[src/rtl/cnn_pkg.sv]
// Shared constants and types for the CNN pipeline stages.
// Widths, FSM state encoding and Q3.12 saturation limits.
package cnn_pkg;

    localparam int DW   = 13;
    localparam int WW   = 13;
    localparam int OW   = 16;
    localparam int FRAC = 12;
    localparam int ACCW = 32;

    typedef enum logic [1:0] {
        IDLE,
        ACC,
        SCALE,
        HOLD
    } state_t;

    localparam logic [OW-1:0] SAT_MAX = 16'h7FFF;
    localparam logic [OW-1:0] SAT_MIN = 16'h8000;

endpackage

[src/rtl/sat_shift.sv]
// Shift an accumulator left by FRAC and clamp it to the signed OW range.
// Purely combinational; shared by the dense stages.
module sat_shift
    import cnn_pkg::*;
(
    input  logic [ACCW-1:0] acc,
    output logic [OW-1:0]   result
);

    localparam int WIDE = ACCW + FRAC;

    logic [WIDE-1:0] wide;
    logic            fits;

    assign wide = {acc, {FRAC{1'b0}}};

    // Fits when every bit above the output sign bit copies it.
    assign fits = (&wide[WIDE-1:OW-1]) | ~(|wide[WIDE-1:OW-1]);

    always_comb begin
        result = wide[OW-1:0];
        if (!fits) begin
            result = wide[WIDE-1] ? SAT_MIN : SAT_MAX;
        end
    end

endmodule

[src/rtl/dense_neuron.sv]
// Single fully-connected neuron: bias plus weighted sum of a serial
// feature stream, scaled to saturated Q3.12 behind a valid/ready port.
module dense_neuron
    import cnn_pkg::*;
#(
    parameter int                 N_IN   = 4,
    parameter logic [DW-1:0]      BIAS   = '0,
    parameter logic [N_IN*WW-1:0] W_INIT = {13'h1FFF, 13'h1FFF, 13'h1FFF, 13'h0001}
) (
    input  logic          clk,
    input  logic          rst,
    input  logic          w_we,
    input  logic [5:0]    w_addr,
    input  logic [WW-1:0] w_data,
    input  logic          start,
    input  logic          in_valid,
    input  logic [DW-1:0] in_data,
    output logic          in_ready,
    output logic          out_valid,
    output logic [OW-1:0] out_data,
    input  logic          out_ready,
    output logic          busy,
    output logic          done
);

    localparam int IDX_W = (N_IN > 1) ? $clog2(N_IN) : 1;
    localparam int NW    = 1 << IDX_W;
    localparam logic [NW*WW-1:0] W_PAD = (NW*WW)'(W_INIT);
    localparam logic [ACCW-1:0]  BIAS_EXT = {{(ACCW-DW){BIAS[DW-1]}}, BIAS};

    state_t state;
    state_t next;

    logic [IDX_W-1:0]    idx;
    logic [ACCW-1:0]     acc;
    logic [WW-1:0]       w [NW];
    logic [DW+WW-1:0]    prod;
    logic [ACCW-1:0]     prod_ext;
    logic [OW-1:0]       scaled;
    logic                beat;
    logic                last;
    logic                w_ok;

    assign beat     = in_valid && in_ready;
    assign last     = idx == IDX_W'(N_IN - 1);
    assign prod     = $signed(in_data) * $signed(w[idx]);
    assign prod_ext = {{(ACCW-DW-WW){prod[DW+WW-1]}}, prod};
    assign w_ok     = w_we && ({1'b0, w_addr} < 7'(N_IN));

    sat_shift u_sat (
        .acc    (acc),
        .result (scaled)
    );

    always_ff @(posedge clk) begin
        if (rst) begin
            state <= IDLE;
        end else begin
            state <= next;
        end
    end

    always_comb begin
        next = state;
        unique case (state)
            IDLE:  if (start) next = ACC;
            ACC:   if (beat && last) next = SCALE;
            SCALE: next = HOLD;
            HOLD:  if (out_ready) next = IDLE;
            default: next = IDLE;
        endcase
    end

    always_comb begin
        in_ready  = 1'b0;
        out_valid = 1'b0;
        busy      = 1'b1;
        unique case (state)
            IDLE:  busy = 1'b0;
            ACC:   in_ready = 1'b1;
            SCALE: ;
            HOLD:  out_valid = 1'b1;
            default: busy = 1'b0;
        endcase
    end

    always_ff @(posedge clk) begin
        if (rst) begin
            acc      <= BIAS_EXT;
            idx      <= '0;
            out_data <= '0;
            done     <= 1'b0;
            for (int i = 0; i < NW; i++) begin
                w[i] <= W_PAD[i*WW +: WW];
            end
        end else begin
            done <= (state == HOLD) && out_ready;
            unique case (state)
                IDLE: begin
                    acc <= BIAS_EXT;
                    idx <= '0;
                    if (w_ok) begin
                        w[w_addr[IDX_W-1:0]] <= w_data;
                    end
                end
                ACC: begin
                    if (beat) begin
                        acc <= acc + prod_ext;
                        idx <= idx + 1'b1;
                    end
                end
                SCALE: out_data <= scaled;
                HOLD: ;
                default: ;
            endcase
        end
    end

endmodule

[config.mk]
export PLATFORM = sky130hd
export DESIGN_NAME = dense_neuron
export DESIGN_NICKNAME = d
export VERILOG_FILES = /design/src/rtl/cnn_pkg.sv /design/src/rtl/sat_shift.sv /design/src/rtl/dense_neuron.sv
export SDC_FILE = /design/constraint.sdc
export NUM_CORES = 1
export LEC_CHECK = 0
export ABC_AREA = 1
export CAP_MARGIN = 20
export CORE_MARGIN = 1
export CORE_UTILIZATION = 63
export CTS_BUF_LIST = sky130_fd_sc_hd__clkbuf_4 sky130_fd_sc_hd__clkbuf_8 sky130_fd_sc_hd__clkbuf_16
export DETAILED_ROUTE_END_ITERATION = 6
export PLACE_DENSITY = 0.89
export SYNTH_ARGS = -nofsm -noshare
export SYNTH_HDL_FRONTEND = slang
export SYNTH_HIERARCHICAL = 1
export SYNTH_SLANG_ARGS = --single-unit
[constraint.sdc]
create_clock -name clk -period 9.6 [get_ports clk]
set_clock_uncertainty 0.05 [all_clocks]
set_input_delay 2.88 -clock clk [delete_from_list [all_inputs] [get_ports clk]]
set_output_delay 2.88 -clock clk [all_outputs]
set_load 0.005 [all_outputs]
# Yosys cells after proc, flatten, opt, wreduce, memory -nomap -nowiden
# Memory sizes are Yosys's and may differ from the RTL's. A register that Yosys moved wholly into a read port is not among the register bits.
# Index checks and enable logic that the tools add are counted.
# classes
n_addsub	2
multipliers	1
n_lt_le_gt_ge	1
n_eq_ne	8
n_mux	24
n_bitwise	2
n_reduce_logical	11
# op_table
operator	n
$pmux 32 s2	1
$add 32x32->32	1
$mux 16	2
$mux 32	1
$reduce_and 29->1	1
$reduce_or 29->1	1
$mul 13x13->26	1
$mux 2	7
$mux 13	1
$reduce_or 13->1	1
$mux 1	10
$ne 2x2->1 const B	4
$pmux 2 s4	1
$eq 2x2->1 const B	3
$lt 6x3->1 const B	1
$logic_and 1x1->1	4
$pmux 2 s2	1
$reduce_and 3->1	1
$add 2x1->2 const B	1
$eq 2x1->1 const B	1
$logic_not 2->1	1
$reduce_and 2->1	1
$reduce_bool 2->1	1
$not 1->1	1
$or 1x1->1	1
# totals
regBits	53
ramBits	52
input_bits	38
output_inout_bits	20
wordCells	55
n_memories	1
# mem_list
memory	words	width	rd	rd_clocked_by_memory_dff	write_ports	line	source
w	4	13	1	1	4	dense_neuron.sv:36	logic [WW-1:0] w [NW];

# Depth between registers and ports, before layout
# depth
ltp_word	8
depth_mapped	42

# Modules after synthesis
# Netlist, hierarchy kept.
# modules_own_cells
module	instances	cells_each	area_each_um2
dense_neuron	1	1621	12605.8
sat_shift	1	96	424.2

# Worst setup path before layout
# OpenSTA, ideal clock, no wires.
# synth_timing
path_kind	in2reg
start	input in_data[7]
end	register acc[24]
setup_time_ps	132
arrival_time_ps	8753
required_ps	9418
slack_ps	665
path_stages	33
n_path_buf	1
path_cell_list	buf_1 inv_1 nor2_1 fa_1 inv_1 fa_1 inv_1 fa_1 inv_1 fa_1 inv_1 fa_1 ha_1 ha_1 a21oi_2 nand2_2 a21oi_2 o21ai_2 a21oi_2 o21ai_2 nand2_1 nand2_1 xor2_1 ha_1 a21oi_1 o21ai_0 inv_1 nor2_1 nor2_1 nand3_1 or2_2 nand3_1 a21oi_1
# synth_between
elab_chain_cells	4
# synth_rtl
element	line	source
start, declared	dense_neuron.sv:17	input logic [DW-1:0] in_data,
$mul 13x13->26	dense_neuron.sv:46	assign prod = $signed(in_data) * $signed(w[idx]);
$add 32x32->32	dense_neuron.sv:108	acc <= acc + prod_ext;
$mux 32	dense_neuron.sv:107	if (beat) begin
$pmux 32 s2	dense_neuron.sv:98	unique case (state)
end signal, assigned	dense_neuron.sv:108	
end, declared	dense_neuron.sv:35	logic [ACCW-1:0] acc;
# No other way between the ends. The select of a mux whose other input is x is not followed.
# A chain may end at the register's enable or synchronous reset.

# Worst setup path in the final report
# layout_timing
start	input in_data[12]
end	register acc[30]
# The elaborated chain is that of the path after synthesis.

==> impl_metrics.env <==
export IMPL_run_status="complete, no violations"
export IMPL_synthDistinctLibCells=43
export IMPL_drt_initial_drc_count=1009
export IMPL_synth_sequential_area_ratio_pct=20.4
export IMPL_setup_worst_path_start_class="input port"
export IMPL_critical_path_peak_fanout=6
export IMPL_route_final_wire_length_um=38200
export IMPL_critical_hold_path_startpoint="acc[6]"
export IMPL_drv_slew=0
export IMPL_layout_worst_path_cycle_share_pct=97.0
export IMPL_chipWidth_um=146
export IMPL_core_rowCount=52
export IMPL_cts_hold_repair_buffers=0
export IMPL_setup_worst_path_class="input port to flip-flop"
export IMPL_cts_tree="built"
export IMPL_worst_r2r_path_depth=38
export IMPL_setup_repair_after_global_routing_missed_its_margin="false"
export IMPL_synthesis_area_sq_um=13000
export IMPL_root_buffer="sky130_fd_sc_hd__clkbuf_16"
export IMPL_coreArea_sq_um=20200
export IMPL_post_synth_cell_area_avg_sq_um=7.59
export IMPL_synth_net_count=2021
export IMPL_cts_inserted_buffers=9
export IMPL_ys_ff_latch=107
export IMPL_period_minus_slack_ns=9.31
export IMPL_worst_hold_path_type="flip-flop to flip-flop"
export IMPL_cpMaxStageDelayCell="sky130_fd_sc_hd__fa_1"
export IMPL_clock_sink_count=107
export IMPL_vias_per_cell=5.74
export IMPL_grt_pass1_vias=12300
export IMPL_die_area_sq_um=21300
export IMPL_place_port_buffers=57
export IMPL_critical_path_arrival_ns=9.50
export IMPL_ctsHtreeMaxLevel=3
export IMPL_critPathCaptureType="flip-flop"
export IMPL_area_growth_pct=18.6
export IMPL_antenna_violating_nets_post_route=0
export IMPL_initial_standard_cell_utilization_of_the_core_pct=64.4
export IMPL_wire_per_inst_um=17.7
export IMPL_grt_start_max_net_pins=39
export IMPL_mux_share_of_post_synthesis_cell_area_pct=0
export IMPL_yosysWarnings=6
export IMPL_synth_xor_area_share_pct=1.48
export IMPL_synth_area_leader_cell="sky130_fd_sc_hd__fa_1"
export IMPL_worstMarginPinSlew_ns=1.05
export IMPL_cap_viol_max_count=0
export IMPL_synth_largest_type_area_fraction_pct=25.0
export IMPL_worst_hold_path_endpoint="acc[6]"
export IMPL_top_level_ports=58
export IMPL_global_route_overflow_total=0
export IMPL_rrSetupSlack_ns=1.22
export IMPL_ctsLongestPathBuffers=2
export IMPL_drc=0
export IMPL_grt_pass1_wl_um=59200
export IMPL_synth_area_leaders="sky130_fd_sc_hd__fa_1 25%, sky130_fd_sc_hd__edfxtp_1 12%, sky130_fd_sc_hd__nand2_1 12%"
export IMPL_synthesized_area_fraction_occupied_by_ao_oa_aoi_and_oai_cells_pct=7.47
export IMPL_report_final_setup_viol=0
export IMPL_dominant_combinational_cell_family_by_area_after_synthesis="adder cells"
export IMPL_fin_util_pct=76.4
export IMPL_hold_depth=2
export IMPL_crit_path_max_incr_delay_ns=0.61
export IMPL_clk_insertion_delay_late_ns=0.36
export IMPL_drt_pass1_iterations=5
export IMPL_worst_ep_required_time_ns=9.79
export IMPL_reg2reg_to="acc[30]"
export IMPL_aggregate_global_route_resource_usage_pct=35.3
export IMPL_antenna_found_initial=0
export IMPL_fp_dieH_um=146
export IMPL_antenna_cells_inserted=0
export IMPL_path_common_cell="sky130_fd_sc_hd__nand2_1"
export IMPL_synthSimpleGateAreaFrac_pct=24.5
export IMPL_total_via_count_after_detailed_routing=12400
export IMPL_placer_congestion=0.987
export IMPL_clk_pin_slew_worst_paths_ns=0.08
export IMPL_timing_slew_headroom_pct=30.0
export IMPL_synthAdderAreaFrac_pct=34.9
export IMPL_place_hpwl_um=28500
export IMPL_achievable_frequency_mhz=107
export IMPL_final_layout_size_suffix_gt1_share_pct=14.1
export IMPL_synthesis_instances=1717
export IMPL_timing_final_hold_violations=0
export IMPL_design_final_nets=2185
[per-stage QoR]
step                cells  worst slack, ns  TNS (ns)  area, sq um  hold slack [ns]
floorplan            1717            0.665         0        13000            0.391
global placement     2128           -0.286     -1.67        14700            0.419
detailed placement   2128           -0.488     -3.42        14700            0.430
CTS                  2144           0.0317         0        15000            0.452
global route         2156           0.0507         0        15500            0.476
finish               2156            0.286         0        15500            0.454
[cells in the final DEF, fill, tap and decap left out, drive strengths merged]
cell type,count
a211oi,2
a21boi,1
a21o,4
a21oi,95
and2,1
and3,1
buf,149
clkbuf,9
clkdlybuf4s50,44
clkinv,7
clkinvlp,2
dfxtp,55
dlymetal6s2s,13
edfxtp,52
fa,163
ha,103
inv,319
nand2,427
nand3,96
nand3b,8
nand4,9
nor2,213
nor3,11
nor4,2
o211ai,2
o21a,4
o21ai,62
o21bai,3
o221ai,1
o22ai,1
o31ai,2
or2,3
xnor2,5
xor2,17
[synthesized netlist by cell type]
master / n
sky130_fd_sc_hd__and3_1: 1
sky130_fd_sc_hd__fa_1: 163
sky130_fd_sc_hd__nand3b_2: 1
sky130_fd_sc_hd__a21oi_1: 88
sky130_fd_sc_hd__or2_2: 2
sky130_fd_sc_hd__o21bai_1: 3
sky130_fd_sc_hd__xnor2_1: 5
sky130_fd_sc_hd__nand3_1: 89
sky130_fd_sc_hd__nand2_2: 11
sky130_fd_sc_hd__a211oi_1: 2
sky130_fd_sc_hd__nor3_2: 1
sky130_fd_sc_hd__nand4_1: 9
sky130_fd_sc_hd__buf_1: 9
sky130_fd_sc_hd__clkinv_1: 4
sky130_fd_sc_hd__buf_2: 12
sky130_fd_sc_hd__nand3_2: 7
sky130_fd_sc_hd__buf_4: 11
sky130_fd_sc_hd__clkbuf_1: 21
sky130_fd_sc_hd__inv_2: 4
sky130_fd_sc_hd__o21a_1: 4
sky130_fd_sc_hd__a21oi_2: 7
sky130_fd_sc_hd__a21o_1: 4
sky130_fd_sc_hd__nor3_1: 10
sky130_fd_sc_hd__or2_1: 1
sky130_fd_sc_hd__edfxtp_1: 52
sky130_fd_sc_hd__nor2_2: 8
sky130_fd_sc_hd__o211ai_1: 2
sky130_fd_sc_hd__and2_1: 1
sky130_fd_sc_hd__o221ai_1: 1
sky130_fd_sc_hd__inv_1: 313
sky130_fd_sc_hd__ha_1: 103
sky130_fd_sc_hd__o21ai_2: 3
sky130_fd_sc_hd__xor2_1: 17
sky130_fd_sc_hd__nand3b_1: 7
sky130_fd_sc_hd__a21boi_0: 1
sky130_fd_sc_hd__nor4_1: 2
sky130_fd_sc_hd__dfxtp_1: 55
sky130_fd_sc_hd__nand2_1: 416
sky130_fd_sc_hd__o21ai_1: 1
sky130_fd_sc_hd__o31ai_1: 2
sky130_fd_sc_hd__o21ai_0: 58
sky130_fd_sc_hd__o22ai_1: 1
sky130_fd_sc_hd__nor2_1: 205
[worst max-delay path, delay by kind of cell]
kind	cells	cell delay (ns)
buf+inv	11	1.11
compound gates	2	0.29
simple gates	15	1.68
fa+ha+maj	8	3.54
[kinds of logic (layout without fill, tap and decap cells)]
logic type / after synthesis / in the layout
buffers and inverters: 374 / 543
DFF: 107 / 107
xor gates and xnor gates: 22 / 22
and+or+nand+nor: 771 / 771
AOI/OAI and AO/OA: 177 / 177
adders and majority gates: 266 / 266
[registers in the layout, summed over array words and instances (netlist names), named ones only]
signal / count
acc: 32
done: 1
idx: 2
out_data: 16
state: 2
w: 52
[worst max path at each step]
stage / cells past startpoint / from / end / slack, ns
floorplan: 33 / in_data[7] / acc[24] / 0.66
global placement: 34 / in_data[12] / acc[27] / -0.29
detailed placement: 35 / in_data[12] / acc[27] / -0.49
CTS: 36 / in_data[12] / acc[31] / 0.03
global route: 35 / in_data[4] / acc[30] / 0.05
finish: 36 / in_data[12] / acc[30] / 0.29
[layout make-up]
class,instances,area (sq um)
clock inverters,7,60.1
multi-input cells,1236,9220
clock buffers,9,225
fillers,1336,4780
repair buffers,206,1730
inverters,321,1210
flip-flops and latches,107,2660
well taps,270,338
[metal layers]
| layer | track usage, % | wire length (um) |
|---|---|---|
| met4 | 14.2 | 1580 |
| met1 | 45.0 | 14500 |
| met3 | 6.65 | 3480 |
| met5 | 0 | 0 |
| met2 | 59.4 | 18600 |
[timing repair]
item | 4_1_cts | 5_1_grt
resized for setup | 7 | 72
endpoints found under the hold margin | 0 | 0
endpoints found under the setup margin | 7 | 16
pin swaps | 0 | 23
buffers inserted | 0 | 11
Power is not shown: default switching activity piles up to over one toggle a cycle in this logic, so the estimate is an artifact.
